<file path="src/rtl/fir_pkg.sv">
// Shared definitions for the FIR output chain: sample width, sample type and
// the output-register FSM states of the decimating averager.
package fir_pkg;

  localparam int FIR_SAMPLE_W = 8;

  typedef logic [FIR_SAMPLE_W-1:0] fir_sample_t;

  typedef enum logic {
    COLLECT = 1'b0,
    HOLD    = 1'b1
  } fir_state_t;

endpackage

</file>
<file path="src/rtl/fir_decim_avg_if.sv">
// Sample-in / result-out port bundle of the decimating averager.
// Handshake: a result transfers on any cycle where out_valid=1 and out_ready=1;
// in_valid is a one-cycle strobe with no back-pressure.
interface fir_decim_avg_if #(
  parameter int IN_W = 8
);
  logic            in_valid;
  logic [IN_W-1:0] in_data;
  logic            out_valid;
  logic            out_ready;
  logic [IN_W-1:0] out_data;

  modport master (
    output in_valid, in_data, out_ready,
    input  out_valid, out_data
  );

  modport slave (
    input  in_valid, in_data, out_ready,
    output out_valid, out_data
  );
endinterface

</file>
<file path="src/rtl/fir_win_acc.sv">
// Window accumulator: sums DECIM samples, flags the last one and produces the
// average. Define FIR_DECIM_ROUND_EN for round-half-up instead of truncation.
module fir_win_acc
  import fir_pkg::*;
#(
  parameter int DECIM = 4,
  parameter int IN_W  = FIR_SAMPLE_W,
  parameter int LOG_D = $clog2(DECIM),
  parameter int ACC_W = IN_W + LOG_D
) (
  input  logic             clk,
  input  logic             rst,
  input  logic             i_clr,
  input  logic             i_valid,
  input  logic [IN_W-1:0]  i_data,
  output logic [LOG_D-1:0] o_phase,
  output logic             o_done,
  output logic [IN_W-1:0]  o_result
);

  logic [ACC_W-1:0] r_acc;
  logic [LOG_D-1:0] r_phase;
  logic             w_accept;
  logic             w_last;
  logic [ACC_W-1:0] w_sum;
  logic [ACC_W-1:0] w_adj;

  // clr wins over a coincident strobe, so that sample never enters the sum
  assign w_accept = i_valid & ~i_clr;
  assign w_last   = w_accept & (r_phase == LOG_D'(DECIM - 1));
  assign w_sum    = r_acc + ACC_W'(i_data);

`ifdef FIR_DECIM_ROUND_EN
  assign w_adj = w_sum + ACC_W'(DECIM / 2);
`else
  assign w_adj = w_sum;
`endif

  assign o_result = IN_W'(w_adj >> LOG_D);
  assign o_done   = w_last;
  assign o_phase  = r_phase;

  always_ff @(posedge clk or negedge rst) begin
    if (!rst) begin
      r_acc   <= '0;
      r_phase <= '0;
    end else if (i_clr) begin
      r_acc   <= '0;
      r_phase <= '0;
    end else if (w_accept) begin
      if (w_last) begin
        r_acc   <= '0;
        r_phase <= '0;
      end else begin
        r_acc   <= w_sum;
        r_phase <= r_phase + 1'b1;
      end
    end
  end

endmodule

</file>
<file path="src/rtl/fir_decim_avg.sv">
// Decimating averager behind the 4-tap FIR: one averaged result per DECIM
// samples, held in an oldest-wins output register with a sticky overrun flag.
// Optional macro FIR_DECIM_ROUND_EN selects round-half-up averaging.
module fir_decim_avg
  import fir_pkg::*;
#(
  parameter int DECIM = 4,
  parameter int IN_W  = FIR_SAMPLE_W,
  parameter int LOG_D = $clog2(DECIM),
  parameter int ACC_W = IN_W + LOG_D
) (
  input  logic                   clk,
  input  logic                   rst,
  input  logic                   clr,
  fir_decim_avg_if.slave         bus,
  output logic                   overrun,
  output logic [LOG_D-1:0]       phase,
  output fir_state_t             dbg_state
);

  fir_state_t      r_state;
  fir_state_t      w_state_nxt;
  logic [IN_W-1:0] r_out_data;
  logic            r_overrun;
  logic            w_done;
  logic [IN_W-1:0] w_result;
  logic            w_load;
  logic            w_drop;

  fir_win_acc #(
    .DECIM (DECIM),
    .IN_W  (IN_W),
    .LOG_D (LOG_D),
    .ACC_W (ACC_W)
  ) u_acc (
    .clk      (clk),
    .rst      (rst),
    .i_clr    (clr),
    .i_valid  (bus.in_valid),
    .i_data   (bus.in_data),
    .o_phase  (phase),
    .o_done   (w_done),
    .o_result (w_result)
  );

  // A result arriving while HOLD is being drained still loads (register frees)
  always_comb begin
    w_state_nxt = r_state;
    w_load      = 1'b0;
    w_drop      = 1'b0;
    case (r_state)
      COLLECT: begin
        if (w_done) begin
          w_load      = 1'b1;
          w_state_nxt = HOLD;
        end
      end
      HOLD: begin
        if (w_done) begin
          if (bus.out_ready) w_load = 1'b1;
          else               w_drop = 1'b1;
        end else if (bus.out_ready) begin
          w_state_nxt = COLLECT;
        end
      end
      default: w_state_nxt = COLLECT;
    endcase
  end

  always_ff @(posedge clk or negedge rst) begin
    if (!rst) begin
      r_state    <= COLLECT;
      r_out_data <= '0;
      r_overrun  <= 1'b0;
    end else begin
      r_state <= w_state_nxt;
      if (w_load) r_out_data <= w_result;
      if (clr)         r_overrun <= 1'b0;
      else if (w_drop) r_overrun <= 1'b1;
    end
  end

  assign bus.out_valid = (r_state == HOLD);
  assign bus.out_data  = r_out_data;
  assign overrun       = r_overrun;
  assign dbg_state     = r_state;

endmodule

</file>
<file path="src/flat_wrapper.sv">
// flat-port wrapper written by rule: the top's interface ports become plain ports
module fir_decim_avg_flat import fir_pkg::*;
#(
  parameter int DECIM = 4,
  parameter int IN_W  = FIR_SAMPLE_W,
  parameter int LOG_D = $clog2(DECIM),
  parameter int ACC_W = IN_W + LOG_D
)
  (clk, rst, clr, overrun, phase, dbg_state, bus_in_valid, bus_in_data, bus_out_ready, bus_out_valid, bus_out_data);
  fir_decim_avg_if #(.IN_W(IN_W)) bus_i ();
  input  logic clk;
  input  logic rst;
  input  logic clr;
  output logic overrun;
  output logic [LOG_D-1:0] phase;
  output fir_state_t dbg_state;
  input wire logic [$bits(bus_i.in_valid)-1:0] bus_in_valid;
  input wire logic [$bits(bus_i.in_data)-1:0] bus_in_data;
  input wire logic [$bits(bus_i.out_ready)-1:0] bus_out_ready;
  output wire logic [$bits(bus_i.out_valid)-1:0] bus_out_valid;
  output wire logic [$bits(bus_i.out_data)-1:0] bus_out_data;
  assign bus_i.in_valid = bus_in_valid;
  assign bus_i.in_data = bus_in_data;
  assign bus_i.out_ready = bus_out_ready;
  assign bus_out_valid = bus_i.out_valid;
  assign bus_out_data = bus_i.out_data;
  fir_decim_avg #(.DECIM(DECIM), .IN_W(IN_W), .LOG_D(LOG_D), .ACC_W(ACC_W)) u_core (.clk(clk), .rst(rst), .clr(clr), .bus(bus_i), .overrun(overrun), .phase(phase), .dbg_state(dbg_state));
endmodule
</file>
<file path="config.mk">
export PLATFORM = sky130hd
export DESIGN_NAME = fir_decim_avg_flat
export DESIGN_NICKNAME = d
export VERILOG_FILES = /design/src/rtl/fir_pkg.sv /design/src/rtl/fir_decim_avg_if.sv /design/src/rtl/fir_win_acc.sv /design/src/rtl/fir_decim_avg.sv /design/src/flat_wrapper.sv
export SDC_FILE = /design/constraint.sdc
export NUM_CORES = 1
export LEC_CHECK = 0
export CORE_MARGIN = 5
export CORE_UTILIZATION = 51
export CTS_CLUSTER_DIAMETER = 40
export DETAILED_ROUTE_END_ITERATION = 12
export PLACE_DENSITY = 0.75
export SLEW_MARGIN = 20
export SYNTH_ARGS = -nofsm -noshare
export SYNTH_HDL_FRONTEND = slang
export SYNTH_SLANG_ARGS = --single-unit
export TNS_END_PERCENT = 20
</file>
<file path="constraint.sdc">
create_clock -name clk -period 2.6 [get_ports clk]
set_input_delay 0.52 -clock clk [delete_from_list [all_inputs] [get_ports clk]]
set_output_delay 0.52 -clock clk [all_outputs]
set_load 0.03 [all_outputs]
</file>
==> reports/results.ini <==
[floorplanning]
dieArea_sq_um=3910
io_pins=26
rows=19
core_sq_um=2690
die_y_microns=62.5
die_w_microns=62.5
start_util=0.523

[sta]
setup_ws_ns=0.363
finalClockSkew_ns=0.00591
hold_slack_ns=0.489
slew_headroom=0.693
tightest_slew_ns=0.460
finalCritPeriodShare=0.860
finalSetupViolCount=0
rsz0062_at_grt=no
hold_viol=0
tns_ns=0
slew_violations=0
min_period_ns=2.24
fmax_mhz=447

[yosys]
synth.ff_latch_count=22
synth-compound-area-share=0.217
synthDistinctLibCells=41
synth_fa_ha_area_frac=0.0944
synth_top_family_by_area=simple AND/OR/NAND/NOR gates
synth_seq_area_share=0.392
synth-warning-count=0
synth_xor_area_frac=0.0125
synth-simple-area-share=0.226
syn-cell-area_sq_um=1410
synth_area_per_cell_sq_um=8.89
netlist_instances=158
syn-num-nets=181
synth.area.mux_share=0.0142

[worst_setup_path]
critPathLaunchType=input pin
slowest_stage=clkdlybuf4s50_1
worstSetupPathType=in2reg
critPathMaxStageDelay_ns=0.47
crit_fanout=4
cp-end-kind=register
cp_cell_sequence=clkdlybuf4s50_1, ha_1, inv_1, fa_1, nand2b_1, a211oi_1, buf_4, nor4_1, o31ai_1
cp.arrival_ns=2.47
crit_family=buffers and inverters
cp.required_ns=2.83
crit_buf_inv=3
rrSetupSlack_ns=0.67

[layout]
num_antenna_cells=0
drive_gt1_frac=0.0753
syn2layout_area_growth_pct=24.0
nets=211
finish.utilization=0.648

[global_route]
grt_pass1_vias=1310
overflow=0
grt_use_total=0.189
grt_pass1_wl_microns=5970
grt_max_degree=23
antenna_found_initial=0

[place]
port_buffers=25
globalplace.congestion=0.902
pre_cts_slack_ns=0.0529
place_hpwl_microns=2510

[drt]
wl_microns=3390
drc=0
route.vias.total=1271
ant_nets=0
dr.pass1.iters=4
routed_via_density=5.86
wl_per_cell_microns=15.6
drt_first_iter_violations=46

[power_and_ir_drop]
total_power_mw=0.902
power_density_nw_per_um2=518
peakVddDrop_mv=0.326
total_leakage_power_nw=0.745

[clock_network]
cts_setup_buffers=0
clock-sinks=22
cts_made_buffers=3
htree_levels=1
clock_latency_ns=0.32
clk_path_buf_depth=2
cts.clk_slew.worst_paths_ns=0.12
post_cts_resized=0
cts_tree=done
ctsHoldBuffers=0
cts-root-buf=clkbuf_4

[flow_run]
cap_violations=0

[run_status]
status=completed

[min_path]
hold_path_class=reg2reg

[kinds of logic (layout without fill, tap and decap cells)]
logic type,count (synthesis),after routing
simple gates,62,62
flops,22,22
xor+xnor,2,2
fa+ha+maj,10,10
mux,2,2
buf+inv,15,43
compound gates,45,45
[power breakdown]
group	switching, mW	internal (mW)	leakage [nW]
combinational	0.192	0.145	0.434
sequential	0.0240	0.380	0.298
clock	0.106	0.0544	0.0138
[layout make-up]
cell class              count  area (sq um)
repair buffers             33           310
fillers                   234           945
multi-input cells         121           793
well taps                  31          38.8
inverters                   7          26.3
flip-flops and latches     22           551
clock buffers               3          22.5
[path summary, 6_finish.rpt]
check                                                   startpoint                            endpoint  cells past startpoint
worst min register to register  u_core.bus.out_data[3]$_DFFE_PN0P_  u_core.bus.out_data[3]$_DFFE_PN0P_                      2
worst max register to register   u_core.u_acc.r_acc[0]$_DFFE_PN0P_  u_core.bus.out_data[6]$_DFFE_PN0P_                      8
worst min-delay path            u_core.bus.out_data[3]$_DFFE_PN0P_  u_core.bus.out_data[3]$_DFFE_PN0P_                      2
min in group asynchronous                                      rst  u_core.bus.out_data[7]$_DFFE_PN0P_                      2
worst max-delay path                                bus_in_data[0]  u_core.bus.out_data[6]$_DFFE_PN0P_                      9
max in group asynchronous                                      rst   u_core.u_acc.r_acc[0]$_DFFE_PN0P_                      2
[stage by stage]
step	cells	instance area, sq um
final	217	1740
after detailed placement	214	1720
after CTS	217	1740
after global routing	217	1740
after floorplan	158	1410
after global placement	214	1720
[placed cells by master (no fill, tap or decap), types with 5 or more instances in the layout]
| cell type | Yosys | routed |
|---|---|---|
| a21oi_1 | 8 | 8 |
| buf_4 | 1 | 8 |
| clkdlybuf4s50_1 | 0 | 25 |
| dfrtp_1 | 22 | 22 |
| ha_1 | 9 | 9 |
| inv_1 | 7 | 7 |
| nand2_1 | 16 | 16 |
| nand2b_1 | 13 | 13 |
| nor2_1 | 11 | 11 |
| nor3_1 | 5 | 5 |
| o211ai_1 | 7 | 7 |
| o21ai_0 | 5 | 5 |
| o21ai_1 | 6 | 6 |
[routing by layer]
layer  share of wire  track usage  vias to the layer above
met5               0            0                        -
met4           0.022       0.0902                        0
met3           0.042       0.0270                        5
met2            0.47        0.307                       25
met1            0.46        0.244                      611
li1                -            -                      630
[flip-flops by register name, indices dropped and copies added (netlist names)]
name	cells
u_core.overrun	1
u_core.u_acc.r_acc	10
u_core.bus.out_valid	1
u_core.u_acc.o_phase	2
u_core.bus.out_data	8
[worst min-delay path: stages, from the launching register on]
cell and delay [ns]:
dfrtp_1 0.36, nand2_1 0.04, o21ai_0 0.05
[synth_stat cells, drive strengths merged]
cell type | number | area share
dfrtp | 22 | 0.39
nand2 | 16 | 0.043
nand2b | 13 | 0.058
nor2 | 11 | 0.029
o21ai | 11 | 0.039
ha | 9 | 0.080
a21oi | 8 | 0.028
inv | 7 | 0.019
o211ai | 7 | 0.037
clkbuf | 6 | 0.016
nor3 | 5 | 0.018
nand3 | 4 | 0.014
a211oi | 3 | 0.020
nand3b | 3 | 0.016
o311ai | 3 | 0.019
or2 | 3 | 0.013
a31oi | 2 | 0.0089
buf | 2 | 0.0089
mux2i | 2 | 0.014
nor2b | 2 | 0.0089
o221ai | 2 | 0.012
or4 | 2 | 0.011
xor2 | 2 | 0.012
a21boi | 1 | 0.0053
a21o | 1 | 0.0053
a2bb2oi | 1 | 0.0062
fa | 1 | 0.014
nand4 | 1 | 0.0045
nand4b | 1 | 0.0062
nor4 | 1 | 0.0045
o21a | 1 | 0.0053
o22a | 1 | 0.0062
o22ai | 1 | 0.0045
o31a | 1 | 0.0062
o31ai | 1 | 0.0053
o41a | 1 | 0.0080
No activity file was read; power rests on OpenSTA's default activity.
